$ cat src/rtl/spi_tx_if.sv
// Signal bundle between control logic and the spi_tx SPI mode-0 transmitter.
// master: the transmitter side; slave: the controlling/observing side.
interface spi_tx_if;
   logic       onoff;
   logic [7:0] data_in;
   logic       cs;
   logic       scl;
   logic       sda;
   logic       valid;

   modport master (
      input  onoff,
      input  data_in,
      output cs,
      output scl,
      output sda,
      output valid
   );

   modport slave (
      output onoff,
      output data_in,
      input  cs,
      input  scl,
      input  sda,
      input  valid
   );
endinterface

$ cat src/rtl/spi_tx.sv
// Write-only SPI mode-0 master: 8-bit frames, scl = clk/(2*HALF), one valid pulse per byte.
// Define SPI_LSB_FIRST_EN to shift LSB first (default MSB first); timing is identical.
module spi_tx #(
   parameter int unsigned HALF = 5
) (
   input  logic      clk,
   input  logic      reset,
   spi_tx_if.master  bus
);

   localparam int unsigned CW = (HALF > 1) ? $clog2(HALF) : 1;

   typedef enum logic [2:0] {
      IDLE,
      SETUP,
      HIGH,
      LOW,
      DONE
   } state_t;

   state_t         state_q, state_d;
   logic [CW-1:0]  cnt_q, cnt_d;
   logic [2:0]     bit_q, bit_d;
   logic [7:0]     shreg_q, shreg_d;
   logic           cs_q, cs_d;
   logic           scl_q, scl_d;
   logic           sda_q, sda_d;
   logic           valid_q, valid_d;
   logic           tick;

   assign tick = (cnt_q == CW'(HALF - 1));

   always_ff @(posedge clk or negedge reset) begin
      if (!reset) begin
         state_q <= IDLE;
         cnt_q   <= '0;
         bit_q   <= '0;
         shreg_q <= '0;
         cs_q    <= 1'b1;
         scl_q   <= 1'b0;
         sda_q   <= 1'b0;
         valid_q <= 1'b0;
      end else begin
         state_q <= state_d;
         cnt_q   <= cnt_d;
         bit_q   <= bit_d;
         shreg_q <= shreg_d;
         cs_q    <= cs_d;
         scl_q   <= scl_d;
         sda_q   <= sda_d;
         valid_q <= valid_d;
      end
   end

   always_comb begin
      state_d = state_q;
      cnt_d   = cnt_q;
      bit_d   = bit_q;
      shreg_d = shreg_q;
      cs_d    = cs_q;
      scl_d   = scl_q;
      valid_d = 1'b0;

      if (state_q != IDLE) begin
         cnt_d = tick ? '0 : cnt_q + 1'b1;
      end

      unique case (state_q)
         IDLE: begin
            cnt_d = '0;
            cs_d  = 1'b1;
            scl_d = 1'b0;
            if (bus.onoff) begin
               shreg_d = bus.data_in;
               bit_d   = '0;
               cs_d    = 1'b0;
               state_d = SETUP;
            end
         end
         SETUP: begin
            if (tick) begin
               scl_d   = 1'b1;
               state_d = HIGH;
            end
         end
         HIGH: begin
            if (tick) begin
               scl_d = 1'b0;
               if (bit_q == 3'd7) begin
                  // valid and cs release land on the same edge that enters DONE
                  valid_d = 1'b1;
                  cs_d    = 1'b1;
                  state_d = DONE;
               end else begin
`ifdef SPI_LSB_FIRST_EN
                  shreg_d = {1'b0, shreg_q[7:1]};
`else
                  shreg_d = {shreg_q[6:0], 1'b0};
`endif
                  bit_d   = bit_q + 3'd1;
                  state_d = LOW;
               end
            end
         end
         LOW: begin
            if (tick) begin
               scl_d   = 1'b1;
               state_d = HIGH;
            end
         end
         DONE: begin
            if (tick) begin
               state_d = IDLE;
            end
         end
         default: begin
            state_d = IDLE;
         end
      endcase

      // sda is registered from the next-state shift register so it tracks cs exactly
`ifdef SPI_LSB_FIRST_EN
      sda_d = cs_d ? 1'b0 : shreg_d[0];
`else
      sda_d = cs_d ? 1'b0 : shreg_d[7];
`endif
   end

   assign bus.cs    = cs_q;
   assign bus.scl   = scl_q;
   assign bus.sda   = sda_q;
   assign bus.valid = valid_q;

endmodule

$ cat src/flat_wrapper.sv
// flat-port wrapper written by rule: the top's interface ports become plain ports
module spi_tx_flat 
#(
   parameter int unsigned HALF = 5
)
  (clk, reset, bus_onoff, bus_data_in, bus_cs, bus_scl, bus_sda, bus_valid);
  spi_tx_if bus_i ();
  input  logic clk;
  input  logic reset;
  input wire logic [$bits(bus_i.onoff)-1:0] bus_onoff;
  input wire logic [$bits(bus_i.data_in)-1:0] bus_data_in;
  output wire logic [$bits(bus_i.cs)-1:0] bus_cs;
  output wire logic [$bits(bus_i.scl)-1:0] bus_scl;
  output wire logic [$bits(bus_i.sda)-1:0] bus_sda;
  output wire logic [$bits(bus_i.valid)-1:0] bus_valid;
  assign bus_i.onoff = bus_onoff;
  assign bus_i.data_in = bus_data_in;
  assign bus_cs = bus_i.cs;
  assign bus_scl = bus_i.scl;
  assign bus_sda = bus_i.sda;
  assign bus_valid = bus_i.valid;
  spi_tx #(.HALF(HALF)) u_core (.clk(clk), .reset(reset), .bus(bus_i));
endmodule
$ cat config.mk
export PLATFORM = sky130hd
export DESIGN_NAME = spi_tx_flat
export DESIGN_NICKNAME = d
export VERILOG_FILES = /design/src/rtl/spi_tx_if.sv /design/src/rtl/spi_tx.sv /design/src/flat_wrapper.sv
export SDC_FILE = /design/constraint.sdc
export NUM_CORES = 1
export LEC_CHECK = 0
export ABC_CLOCK_PERIOD_IN_PS = 4500
export BUFFER_PORTS_ARGS = -buffer_cell sky130_fd_sc_hd__buf_2
export CAP_MARGIN = 10
export CORE_MARGIN = 5
export CORE_UTILIZATION = 40
export CTS_CLUSTER_DIAMETER = 100
export CTS_CLUSTER_SIZE = 20
export DETAILED_ROUTE_END_ITERATION = 16
export PLACE_DENSITY_LB_ADDON = 0.15
export REMOVE_ABC_BUFFERS = 1
export SYNTH_ARGS = -nofsm -noshare
export SYNTH_HDL_FRONTEND = slang
export SYNTH_SLANG_ARGS = --single-unit
$ cat constraint.sdc
create_clock -name clk -period 4.5 [get_ports clk]
set_input_delay 0.9 -clock clk [delete_from_list [all_inputs] [get_ports clk]]
set_output_delay 0.9 -clock clk [all_outputs]
set_load 0.05 [all_outputs]
==> metrics.cfg <==
[yosys]
ys_seq_elements=21
synth-seq-area-share_pct=48.8
syn-cell-area_sq_um=1080
synthCells=93
synth_warnings=0
synth_area_per_cell_sq_um=11.6
number_of_library_cell_types_mapped_by_synthesis=37

[critical_path]
timing.critical_path.fanout_max=3
timing.critical_path.slowest_cell_delay_ns=0.56
timing.critical_path.from_type=flop
required_ns=3.60
critical_path.cell_chain=buf_2
timing.critical_path.arrival_ns=1.11
worst-path-buf-inv=1
worst_setup_path_end_kind=output port
crit_slowest_cell=dfstp_2
kind_of_critical_path=reg2out
critical_path.top_delay_family=flip-flops

[run_status]
outcome=finished clean

[timing]
final.setup_skew_ns=0.00188
finalSetupTns_ns=0
report.final.hold_viol_count=0
finalCriticalPeriod_ns=2.01
tightest_slew_ns=0.568
period_share_pct=44.7
rsz0062_at_grt=false
maxClockFrequency_mhz=497
slew_violations=0
finalSetupViolations=0
timing.slew.headroom_pct=61.9

[clocking]
cts_tree=yes
clock_sinks=21
postCtsResizedCells=0
holdBufCountCts=0
h-tree-depth=1
tritoncts.num_buffers=3
clk-insertion-delay-late_ns=0.30
cts-root-to-sink-buffers=2
postCtsSetupRepairBufs=0
cts.clk_slew.worst_paths_ns=0.12
clock_tree.root_cell=clkbuf_4

[global_route]
grt-ovfl-total=0
antenna_found_initial=0
globalRouteTotalUtil_pct=13.5
grt_pass1_vias=759
grt_pass1_wl_mm=3.72
largest_net_degree_at_the_start_of_global_routing=22

[route]
vias=755
drtAntennaViolNets=0
drt-vias-per-instance=5.68
wl_mm=2.18
detail_route.wl_per_cell_um=16.4
detail_route.iter0.violations=14
firstDrtPassIters=6
remaining_drc_errors=0

[die]
die_x_um=61.9
placeableCoreArea_sq_um=2520
floorplan.die_area_sq_um=3830
fp-row-count=18
floorplan.initialDensity_pct=42.8
die_h_um=61.9
ioPinCount=15

[finish]
layout.core_utilization_pct=46.1
antennaDiodeCount=0
flow.area_growth_from_synthesis_pct=7.77
final_layout_size_suffix_gt1_share_pct=26.2
fill_cells=241
nets=120

[placement]
dp_hpwl_mm=1.57
port_buffers=14
place.gp.congestion=0.775

[power_and_ir_drop]
power.density_nw_per_um2=610
power.ir.vdd_worst_uv=328
p_leak_nw=0.528

[hold_path]
worstHoldPathType=reg2reg

[flow_run]
cap_viol_max_count=0

## power by group
group          leakage [nW]  internal, W  switching (W)
clock network        0.0150    0.0000345      0.0000577
logic                 0.254     0.000124       0.000161
registers             0.259     0.000264      0.0000683
## flip-flops by register name, indices dropped and copies added, names as in the netlist
signal and count:
u_core.shreg_q 8, u_core.cnt_q 3, u_core.state_q 3, u_core.bit_q 3, u_core.bus.scl 1, u_core.bus.valid 1
u_core.bus.cs 1, u_core.bus.sda 1
## through the flow
step	std cells	cell area, sq um	power (W)	hold WS, ns	setup WS [ns]
floorplan	85	1030	0.000545	0.440	2.72
global placement	129	1140	0.000610	0.454	2.54
detailed placement	129	1140	0.000623	0.465	2.52
CTS	133	1160	0.000717	0.481	2.47
global route	133	1160	0.000773	0.514	2.45
finish	133	1160	0.000709	0.478	2.49
## synth_stat cells
master / number / area, sq um
clkbuf_1: 2 / 7.51
nor3_1: 2 / 10.0
and4b_4: 1 / 13.8
nor4b_1: 1 / 8.76
clkbuf_2: 1 / 5.00
nand4_1: 2 / 12.5
nand3_1: 3 / 15.0
nand3b_1: 2 / 15.0
o2bb2ai_1: 5 / 43.8
buf_6: 2 / 22.5
dfstp_2: 1 / 26.3
dfrtp_1: 20 / 500
a21bo_2: 2 / 20.0
a22oi_1: 5 / 37.5
and2b_4: 1 / 10.0
nor4b_2: 1 / 15.0
and3_1: 2 / 12.5
or2_0: 1 / 6.26
a31oi_1: 1 / 6.26
inv_1: 5 / 18.8
nor2b_1: 3 / 18.8
a221oi_2: 1 / 15.0
nand2_1: 3 / 11.3
a311oi_1: 1 / 8.76
a32o_1: 1 / 10.0
mux2i_1: 1 / 10.0
o21ai_4: 1 / 16.3
a32oi_1: 1 / 8.76
a2bb2oi_1: 1 / 8.76
nor2_1: 5 / 18.8
a211oi_1: 2 / 15.0
ha_1: 5 / 62.6
a22o_1: 1 / 8.76
a211o_1: 1 / 8.76
buf_2: 3 / 15.0
mux2_4: 2 / 30.0
a21oi_1: 1 / 5.00
## final timing paths
check	from	to	slack, ns	cells past startpoint
worst max-delay path	u_core.bus.cs$_DFF_PN1_	bus_cs	2.49	1
worst min-delay path	u_core.cnt_q[0]$_DFF_PN0_	u_core.cnt_q[0]$_DFF_PN0_	0.48	1
worst max register to register	u_core.bit_q[0]$_DFFE_PN0P_	u_core.bit_q[0]$_DFFE_PN0P_	2.66	5
worst min register to register	u_core.cnt_q[0]$_DFF_PN0_	u_core.cnt_q[0]$_DFF_PN0_	0.48	1
max in group asynchronous	reset	u_core.bus.cs$_DFF_PN1_	3.62	1
min in group asynchronous	reset	u_core.bus.sda$_DFF_PN0_	0.54	1
## layer usage
layer  up-vias  global-route usage (%)  wire length (um)
li1        368                       -                 -
met1       367                    18.6              1030
met2        16                    20.2              1000
met3         4                    3.10               113
met4         0                    6.36                35
met5         -                       0                 0
## cells in the final DEF, fill, tap and decap left out, types with 3 or more instances in the layout
cell type  netlist  final
dfrtp_1         20     20
buf_2            3     14
inv_1            5      5
nor2_1           5      5
a22oi_1          5      5
o2bb2ai_1        5      5
ha_1             5      5
nand3_1          3      3
nor2b_1          3      3
nand2_1          3      3
clkbuf_4         0      3
## worst register-to-register path, stage by stage (launching register included)
cell	delay [ns]
dfrtp_1	0.42
ha_1	0.23
ha_1	0.21
and4b_4	0.41
o21ai_4	0.13
mux2_4	0.33
## kinds of logic (layout without fill, tap and decap cells)
logic type      Yosys count  count (layout)  synth area share (%)
buf+inv                  13              23                  6.38
mux                       3               3                  3.71
simple gates             27              27                  15.5
compound gates           24              24                  19.7
fa+ha+maj                 5               5                  5.80
flops                    21              21                  48.8
## layout make-up
type                    instances  area [sq um]  share of cell area, %
inverters                       5          18.8                   1.61
multi-input cells              59           483                   41.6
repair buffers                 14          70.1                   6.03
clock buffers                   4          26.3                   2.26
flip-flops and latches         21           527                   45.3
well taps                      30          37.5                   3.23
(Power assumes the default switching activity.)
